$ cat src/rtl/multdiv_pkg.sv
// Shared types and constants for the iterative multiply/divide responder.
package multdiv_pkg;

  typedef enum logic [1:0] {
    IDLE,
    RUN,
    FIX,
    DONE
  } state_t;

  localparam logic [4:0] OP_MULT  = 5'b00110;
  localparam logic [4:0] OP_DIV   = 5'b00111;
  localparam logic [3:0] EXC_MULT = 4'd4;
  localparam logic [3:0] EXC_DIV  = 4'd5;

endpackage

$ cat src/rtl/multdiv_iter_counter.sv
// Iteration counter with clear/enable and a terminal-count flag at WIDTH-1.
module multdiv_iter_counter #(
  parameter int WIDTH = 32,
  parameter int CNT_W = 6
) (
  input  logic             clock,
  input  logic             reset,
  input  logic             clear,
  input  logic             en,
  output logic [CNT_W-1:0] count,
  output logic             tc
);

  always_ff @(posedge clock) begin
    if (reset || clear) begin
      count <= '0;
    end else if (en) begin
      count <= count + 1'b1;
    end
  end

  assign tc = (count == CNT_W'(WIDTH - 1));

endmodule

$ cat src/rtl/multdiv_responder.sv
// Iterative signed multiply (shift-add) / divide (restoring) engine,
// answering a start pulse with a one-cycle result-ready strobe.
module multdiv_responder
  import multdiv_pkg::*;
#(
  parameter int WIDTH = 32,
  parameter int CNT_W = 6
) (
  input  logic             clock,
  input  logic             reset,
  input  logic [WIDTH-1:0] data_operandA,
  input  logic [WIDTH-1:0] data_operandB,
  input  logic             ctrl_MULT,
  input  logic             ctrl_DIV,
  output logic [WIDTH-1:0] data_result,
  output logic             data_exception,
  output logic             data_resultRDY,
  output logic             busy
);

  state_t state, state_nx;

  logic             start, pend, is_div, sa, sb, neg;
  logic [WIDTH-1:0] ra, rb, ma, mb;
  logic [WIDTH:0]   hi;
  logic [WIDTH-1:0] lo;
  logic [CNT_W-1:0] cnt;
  logic             tc;

  assign start = ctrl_MULT | ctrl_DIV;
  assign neg   = sa ^ sb;
  assign ma    = sa ? (~ra + 1'b1) : ra;
  assign mb    = sb ? (~rb + 1'b1) : rb;

  multdiv_iter_counter #(
    .WIDTH(WIDTH),
    .CNT_W(CNT_W)
  ) u_cnt (
    .clock(clock),
    .reset(reset),
    .clear(pend),
    .en   (state == RUN),
    .count(cnt),
    .tc   (tc)
  );

  // One radix-2 step for each operation
  logic [WIDTH:0]   add;
  logic [2*WIDTH:0] mshift;
  logic [WIDTH:0]   dsh;
  logic [WIDTH+1:0] dtr;
  logic             dge;

  assign add    = hi + {1'b0, ma};
  assign mshift = {(lo[0] ? add : hi), lo} >> 1;
  assign dsh    = {hi[WIDTH-1:0], lo[WIDTH-1]};
  assign dtr    = {1'b0, dsh} - {2'b00, mb};
  assign dge    = ~dtr[WIDTH+1];

  // Sign correction and exception
  logic [2*WIDTH-1:0] prod, sprod;
  logic [WIDTH:0]     top;
  logic [WIDTH-1:0]   sq, res_fix;
  logic               exc_fix;

  assign prod  = {hi[WIDTH-1:0], lo};
  assign sprod = neg ? (~prod + 1'b1) : prod;
  assign top   = sprod[2*WIDTH-1:WIDTH-1];
  assign sq    = neg ? (~lo + 1'b1) : lo;

  always_comb begin
    res_fix = sprod[WIDTH-1:0];
    exc_fix = ~((&top) | ~(|top));
    if (is_div) begin
      if (mb == '0) begin
        res_fix = '0;
        exc_fix = 1'b1;
      end else begin
        res_fix = sq;
        exc_fix = ~neg & lo[WIDTH-1];
      end
    end
  end

  always_ff @(posedge clock) begin
    if (reset) begin
      pend           <= 1'b0;
      is_div         <= 1'b0;
      sa             <= 1'b0;
      sb             <= 1'b0;
      ra             <= '0;
      rb             <= '0;
      hi             <= '0;
      lo             <= '0;
      data_result    <= '0;
      data_exception <= 1'b0;
    end else if (start) begin
      pend   <= 1'b1;
      is_div <= ~ctrl_MULT;
      ra     <= data_operandA;
      rb     <= data_operandB;
      sa     <= data_operandA[WIDTH-1];
      sb     <= data_operandB[WIDTH-1];
    end else begin
      pend <= 1'b0;
      if (pend) begin
        hi <= '0;
        lo <= is_div ? ma : mb;
      end else if (state == RUN) begin
        if (is_div) begin
          hi <= dge ? dtr[WIDTH:0] : dsh;
          lo <= {lo[WIDTH-2:0], dge};
        end else begin
          {hi, lo} <= mshift;
        end
      end else if (state == FIX) begin
        data_result    <= res_fix;
        data_exception <= exc_fix;
      end
    end
  end

  always_ff @(posedge clock) begin
    if (reset) state <= IDLE;
    else       state <= state_nx;
  end

  always_comb begin
    state_nx       = state;
    data_resultRDY = 1'b0;
    busy           = 1'b0;
    unique case (state)
      IDLE: if (pend) state_nx = RUN;
      RUN: begin
        busy = 1'b1;
        if (tc) state_nx = FIX;
      end
      FIX: begin
        busy     = 1'b1;
        state_nx = DONE;
      end
      DONE: begin
        data_resultRDY = 1'b1;
        state_nx       = IDLE;
      end
      default: state_nx = IDLE;
    endcase
    // A new start aborts whatever is in flight
    if (start) state_nx = IDLE;
  end

endmodule

$ cat config.mk
export PLATFORM = sky130hd
export DESIGN_NAME = multdiv_responder
export DESIGN_NICKNAME = d
export VERILOG_FILES = /design/src/rtl/multdiv_pkg.sv /design/src/rtl/multdiv_iter_counter.sv /design/src/rtl/multdiv_responder.sv
export SDC_FILE = /design/constraint.sdc
export NUM_CORES = 1
export LEC_CHECK = 0
export ABC_AREA = 1
export BUFFER_PORTS_ARGS = -buffer_cell sky130_fd_sc_hd__buf_2
export CAP_MARGIN = 15
export CELL_PAD_IN_SITES_DETAIL_PLACEMENT = 0
export CELL_PAD_IN_SITES_GLOBAL_PLACEMENT = 1
export CORE_AREA = 2 2 156 273
export DETAILED_ROUTE_END_ITERATION = 8
export DIE_AREA = 0 0 158 275
export GPL_TIMING_DRIVEN = 0
export HOLD_SLACK_MARGIN = 0.03
export PLACE_DENSITY_LB_ADDON = 0.1
export SYNTH_ARGS = -nofsm -noshare
export SYNTH_HDL_FRONTEND = slang
export SYNTH_SLANG_ARGS = --single-unit
$ cat constraint.sdc
create_clock -name clock -period 3.44 [get_ports clock]
set_clock_uncertainty 0.05 [all_clocks]
set_input_delay 0.172 -clock clock [delete_from_list [all_inputs] [get_ports clock]]
set_output_delay 0.172 -clock clock [all_outputs]
set_load 0.05 [all_outputs]
==> metrics, run 1 <==
crit path kind=register to register; Max stage delay on crit path=0.37 ns; crit start category=register; vias=20,462; cell accounting for the most synthesized area=dfxtp_1; total grt overflow=0; area grow syn2layout=35.26%; CP arrival=4.39 ns; Final Max Tran Viols=0; R2R Setup Slk=-0.59 ns; vias per std cell=5.706; Worst VDD drop=0.2939 mV; Clock Sinks=172; vias in the first global route=19,576; FMAX=0.2480 GHz; port bufs=102; initial antenna violation count=3; fin crit period=4.033 ns; share of layout cells above drive strength 1=21.76%; Synth Cell Area=15,950 sq um; Die W=158 microns; hold_sp=reset; pin count of the biggest net entering global routing=20; Pwr per Cell Area=348.0 nW/um^2; syn nets=2,839; CTS tree=done; crit path launch=ra[0]; worst path required time=3.80 ns; EDFF count, synth=0; Max transition margin=32.65%; initial core utilization=38.54%; R2R cell count=21; Critical Path Stages=21; distinct cell type count after synthesis=54; Final HPWL DP=69,620 microns; DRT antenna net count=0; placed cells=3,369; final WL=87,550 microns; CP max stage cell=dfxtp_4; finished layout cell area=21,570 sq um; period utilisation layout=117.2%; worst slew pin tran=1.009 ns; Placed Area=17,190 sq um; top-area cell type share of the netlist area=21.59%; WL per Instance=24.41 microns; DR iter-0 viols=1,575; post-route insts no fill=3,586; YS warnings=0; Min-Delay Path Depth=4; worst min-delay path class=primary input to register; DIE AREA=43,450 sq um; H-tree levels=4; Max-cap violations=0; Cells after Synth=2,712; top post-synthesis cells by area=dfxtp_1 22%, nand2_1 17%, nand3_1 8.6%; final setup fails=33; Rows=99; Worst-path clk slew=0.09 ns; RSZ-0062 raised after global routing=yes; Die Y=275 microns; Num CTS Buffers=17; filler instances=4,390; Worst-Skew Late Latency=0.48 ns; P_leak=9.563 nW; drt drc=0; core area=41,370 sq um; failing checks=setup timing; maximum fanout along the worst path=4; GPL Wtd Cong=1.060; delay-heaviest family, CP=compound AO/OA/AOI/OAI gates; endpoints failing hold=0; Boundary Pins=103; first-pass GRT wire length=124,300 microns; most used cell, CP=a21oi_2; Synth Area per Inst=5.880 sq um; Main synth FF type=dfxtp_1; nets@finish=3,143; ys async rst share=0%; Crit path buffers/inverters=1; #FFs+latches synth=172; worst r2r src=ra[0]; sequential fraction of the synthesis area=21.59%; status=finished with violations; gr usage total=39.84%; CP cell instances=inv_6 > nand3_4 > nor2_4 > nand2_2 > nor3_4 > nand4_1 > nand3b_1 > o31ai_2 > xor2_2 > ha_1 > a21oi_2 > o21ai_1 > a21oi_2 > nand3_2 > a21o_1 > and2_1 > o21ai_2 > o211ai_1 > nand2_1 > nand2_2 > a21oi_2; endpoint type of the worst setup path=register; fin worst setup slack=-0.5928 ns; clk buf depth=2; drt pass-1 iters=6; CTS root buf=clkbuf_16
-- layout make-up --
| cell class | instances | area [sq um] | area share [%] |
|---|---|---|---|
| clock buffer | 17 | 425.4 | 1.972 |
| tap | 555 | 694.4 | 3.220 |
| clock inverter | 15 | 173.9 | 0.8064 |
| timing repair buffer | 289 | 2190 | 10.15 |
| buffer | 102 | 534.3 | 2.477 |
| multi-input combinational | 2163 | 13040 | 60.48 |
| antenna | 2 | 5.005 | 0.02320 |
| inverter | 271 | 1040 | 4.821 |
| sequential | 172 | 3462 | 16.05 |
-- cell families (layout without fill, tap and decap cells) --
kind of cell | count (synthesis) | in the layout | synth area share, %
mux | 1 | 1 | 0.06278
other cells | 0 | 2 | 0
xor+xnor | 106 | 106 | 5.869
simple gates | 1456 | 1456 | 39.89
buf+inv | 377 | 694 | 9.251
compound gates | 541 | 541 | 18.60
flops | 172 | 172 | 21.59
fa+ha+maj | 59 | 59 | 4.724
-- metrics by stage --
stage	hold slack [ns]	setup TNS, ns	util, %	power (W)	setup slack, ns
2_1_floorplan	0.2013	0	-	0.003802	0.007725
3_3_place_gp	0.3203	-48.31	41.56	0.004666	-1.543
3_5_place_dp	0.3228	-47.92	41.56	0.004668	-1.554
4_1_cts	0.09762	-7.441	49.58	0.007176	-0.4647
5_1_grt	0.1283	-13.81	52.12	0.007783	-0.7836
6_report	0.09967	-8.888	52.13	0.007505	-0.5928
-- cell usage in the layout (no fill, tap or decap), types with 66 or more instances in the layout --
master	Yosys	final
xor2_1	95	67
clkbuf_1	79	71
dlygate4sd3_1	0	66
inv_1	258	236
nand2_1	718	662
buf_4	2	109
o21ai_0	182	141
buf_2	16	114
nor2_1	270	246
dfxtp_1	172	165
a21oi_1	255	205
nand3_1	273	239
-- worst register-to-register path, cell delays in order, from the launching register on --
cell and delay, ns:
dfxtp_4 0.37, inv_6 0.09, nand3_4 0.08, nor2_4 0.08
nand2_2 0.07, nor3_4 0.23, nand4_1 0.18, nand3b_1 0.30
o31ai_2 0.31, xor2_2 0.26, ha_1 0.33, a21oi_2 0.17
o21ai_1 0.13, a21oi_2 0.24, nand3_2 0.12, a21o_1 0.24
and2_1 0.16, o21ai_2 0.14, o211ai_1 0.11, nand2_1 0.14
nand2_2 0.07, a21oi_2 0.10
-- path summary, 6_finish.rpt --
check	to
max reg2reg	hi[27]
min reg2reg	u_cnt.count[5]
min	ra[26]
max	hi[27]
-- synthesized netlist by cell type, drive strengths merged (3+ instances only) --
cell type and instances:
a211oi 4, a21o 3, a21oi 257, a22o 3, a22oi 28, a31oi 5
and2 6, and3 3, buf 25, clkbuf 79, clkinv 6, dfxtp 172
ha 57, inv 265, nand2 739, nand3 285, nand3b 7, nand4 65
nor2 291, nor3 32, nor4 15, o211ai 33, o21a 4, o21ai 184
o21bai 6, o31ai 5, or2 10, xnor2 11, xor2 95
-- power by group --
group          switching [W]  total (W)  internal, W
registers           0.000112    0.00218      0.00206
logic                0.00213    0.00327      0.00114
clock network        0.00107    0.00206     0.000985
total                0.00332    0.00751      0.00419
-- flip-flops by register name, indices dropped and copies added, names as in the netlist --
| name | flops |
|---|---|
| hi | 33 |
| data_result | 32 |
| lo | 32 |
| ra | 31 |
| rb | 31 |
| u_cnt.count | 6 |
| state | 2 |
| data_exception | 1 |
| is_div | 1 |
| pend | 1 |
| sa | 1 |
| sb | 1 |
-- layer usage --
metal	up-vias	routed length [microns]	track usage (%)
li1	9628	-	-
met1	9507	28570	37.59
met5	-	0	0
met4	0	11500	40.78
met3	412	5060	7.750
met2	915	42410	69.37
-- timing repair --
item	4_1_cts	5_1_grt
cloned	2	1
setup endpoints to repair	67	67
hold endpoints to repair	65	0
hold buffers	66	0
gates resized for setup	336	164
pin swaps	81	59
buffers inserted	80	39
No activity file was read; power rests on OpenSTA's default activity.
==> run 2, diff against run 1 <==
--- a/config.mk
+++ b/config.mk
@@ -10,9 +10,9 @@
 export CAP_MARGIN = 15
 export CELL_PAD_IN_SITES_DETAIL_PLACEMENT = 0
 export CELL_PAD_IN_SITES_GLOBAL_PLACEMENT = 1
-export CORE_AREA = 2 2 156 273
+export CORE_AREA = 2 2 143 249
 export DETAILED_ROUTE_END_ITERATION = 8
-export DIE_AREA = 0 0 158 275
+export DIE_AREA = 0 0 145 251
 export GPL_TIMING_DRIVEN = 0
 export HOLD_SLACK_MARGIN = 0.03
 export PLACE_DENSITY_LB_ADDON = 0.1
==> constraint.sdc (replaced) <==
create_clock -name clock -period 4.65 [get_ports clock]
set_clock_uncertainty 0.05 [all_clocks]
set_input_delay 0.2325 -clock clock [delete_from_list [all_inputs] [get_ports clock]]
set_output_delay 0.2325 -clock clock [all_outputs]
set_load 0.05 [all_outputs]
==> metrics, run 2 (same netlist as run 1, synthesis figures left out) <==
Final HPWL DP=64,980 microns (was 69,620 microns); drt drc=0 (unchanged); period utilisation layout=97.17% (was 117.2%); crit start category=register (unchanged); DR iter-0 viols=1,969 (was 1,575); worst min-delay path class=primary input to register (unchanged); Max-cap violations=0 (unchanged); DIE AREA=36,400 sq um (was 43,450 sq um); endpoint type of the worst setup path=register (unchanged); fin crit period=4.518 ns (was 4.033 ns); clk buf depth=2 (unchanged); Max stage delay on crit path=0.57 ns (was 0.37 ns); drt pass-1 iters=6 (unchanged); post-route insts no fill=3,376 (was 3,586); Max transition margin=27.12% (was 32.65%); final WL=80,810 microns (was 87,550 microns); most frequent cells in the layout=718 x nand2_1, 270 x nand3_1, 268 x nor2_1 (was 662 x nand2_1, 246 x nor2_1, 239 x nand3_1); top flop regs=hi: 33 flops, data_result: 32 flops, lo: 32 flops (unchanged); finished layout cell area=18,490 sq um (was 21,570 sq um); CTS root buf=clkbuf_16 (unchanged); Worst-Skew Late Latency=0.47 ns (was 0.48 ns); area grow syn2layout=15.97% (was 35.26%); total grt overflow=0 (unchanged); initial antenna violation count=2 (was 3); Die Y=251 microns (was 275 microns); endpoints failing hold=0 (unchanged); maximum fanout along the worst path=10 (was 4); total power draw=0.005010 W (was 0.007505 W); multi-input logic area=11,220 sq um (was 13,040 sq um); GPL Wtd Cong=1.070 (was 1.060); CTS tree=done (unchanged); status=complete, no violations (was finished with violations); Rows=90 (was 99); Num CTS Buffers=17 (unchanged); Pwr per Cell Area=271.0 nW/um^2 (was 348.0 nW/um^2); Die W=145 microns (was 158 microns); nets@finish=3,029 (was 3,143); CP arrival=4.77 ns (was 4.39 ns); initial core utilization=46.43% (was 38.54%); commonest non-fill, non-tap cell in the layout=nand2_1 (unchanged); pin count of the biggest net entering global routing=19 (was 20); Placed Area=17,030 sq um (was 17,190 sq um); gr usage total=43.54% (was 39.84%); Worst-path clk slew=0.08 ns (was 0.09 ns); most flop-heavy register=hi (unchanged); Hold Slack=0.1583 ns (was 0.09967 ns); share of layout cells above drive strength 1=9.091% (was 21.76%); Crit path buffers/inverters=3 (was 1); most used cell, CP=nand3_1 (was a21oi_2); H-tree levels=4 (unchanged); vias=20,029 (was 20,462); FMAX=0.2213 GHz (was 0.2480 GHz); worst path required time=4.90 ns (was 3.80 ns); Final Max Tran Viols=0 (unchanged); filler instances=3,636 (was 4,390); vias per std cell=5.933 (was 5.706); placed cells=3,274 (was 3,369); Boundary Pins=103 (unchanged); worst slew pin tran=1.083 ns (was 1.009 ns); Clock Sinks=172 (unchanged); Worst VDD drop=0.2660 mV (was 0.2939 mV); vias in the first global route=19,476 (was 19,576); CP max stage cell=dfxtp_1 (was dfxtp_4); sequential standard cell area=3443 sq um (was 3462 sq um); crit path kind=register to register (unchanged); first-pass GRT wire length=117,400 microns (was 124,300 microns); max reg flops=33 (unchanged); WL per Instance=23.94 microns (was 24.41 microns); final setup fails=0 (was 33); port bufs=102 (unchanged); DRT antenna net count=0 (unchanged); P_leak=8.605 nW (was 9.563 nW); core area=34,350 sq um (was 41,370 sq um); CP cell instances=inv_2 > ha_1 > nand3_2 > nor2_2 > nor2_1 > xor2_1 > inv_1 > ha_1 > nand2_1 > nor2_1 > nand3_1 > o2111ai_2 > nand3_1 > nand3_1 > nand3_1 > nand2_2 > nand3_4 > nand3_4 > buf_4 > nand3_1 > nand3_1 > a21oi_1 (was inv_6 > nand3_4 > nor2_4 > nand2_2 > nor3_4 > nand4_1 > nand3b_1 > o31ai_2 > xor2_2 > ha_1 > a21oi_2 > o21ai_1 > a21oi_2 > nand3_2 > a21o_1 > and2_1 > o21ai_2 > o211ai_1 > nand2_1 > nand2_2 > a21oi_2); delay-heaviest family, CP=simple AND/OR/NAND/NOR gates (was compound AO/OA/AOI/OAI gates)
## run 2: cell types whose count changed in the layout (fill, tap and decap cells not counted), moves of 17 or more
| cell | before | now |
|---|---|---|
| a21oi_1 | 205 | 251 |
| a21oi_2 | 40 | 5 |
| buf_4 | 109 | 5 |
| ha_1 | 24 | 56 |
| ha_4 | 30 | 0 |
| inv_1 | 236 | 256 |
| nand2_1 | 662 | 718 |
| nand2_2 | 58 | 19 |
| nand2_4 | 19 | 2 |
| nand3_1 | 239 | 270 |
| nand3_2 | 36 | 13 |
| nor2_1 | 246 | 268 |
| o21ai_0 | 141 | 171 |
| xor2_1 | 67 | 88 |
## run 2: worst min-delay path, stage by stage
cell and delay (ns):
buf_2 0.09, nor2_1 0.17, nand2_1 0.10, nand2_1 0.04
## run 2: worst paths after layout
path	from	endpoint	slack, ns	depth (start not counted)
setup / recovery	rb[0]	hi[13]	0.13	22
setup reg to reg	rb[0]	hi[13]	0.13	22
hold / removal	reset	ra[11]	0.16	4
hold reg to reg	u_cnt.count[5]	u_cnt.count[5]	0.40	1
## run 2: area by class of cell
type / instances / area share [%]
inverters: 271 / 5.501
multi-input cells: 2163 / 60.66
diodes: 1 / 0.01353
well taps: 460 / 3.113
clock inverters: 15 / 0.7984
clock buffers: 17 / 2.301
repair buffers: 171 / 6.455
plain buffers: 106 / 2.537
flip-flops and latches: 172 / 18.62
## run 2: layer usage
layer	GRT usage, %	part of all wire, %
met1	41.79	32
met2	76.38	48
met3	8.203	7.7
met4	43.88	13
met5	0	0
## run 2: power by group
part / leakage [nW] / switching, W / internal [W]
sequential: 1.40 / 0.0000749 / 0.00153
combinational: 6.92 / 0.00138 / 0.000567
clock: 0.282 / 0.000751 / 0.000714
total: 8.60 / 0.00220 / 0.00281
## run 2: per-stage QoR
stage	util [%]	setup TNS (ns)	setup WS [ns]
floorplan	-	0	0.9146
global placement	49.59	-1.176	-0.1477
detailed placement	49.59	-1.467	-0.1107
CTS	53.24	0	0.008119
global route	53.83	-0.09636	-0.03597
finish	53.84	0	0.1315
## run 2: what timing repair did
| action | CTS | global route |
|---|---|---|
| hold buffers | 66 | 0 |
| hold endpoints to repair | 65 | 0 |
| endpoints found under the setup margin | 27 | 34 |
| gates resized for setup | 5 | 51 |
| gates cloned | 0 | 0 |
| pin swaps | 0 | 6 |
| setup buffers | 0 | 2 |
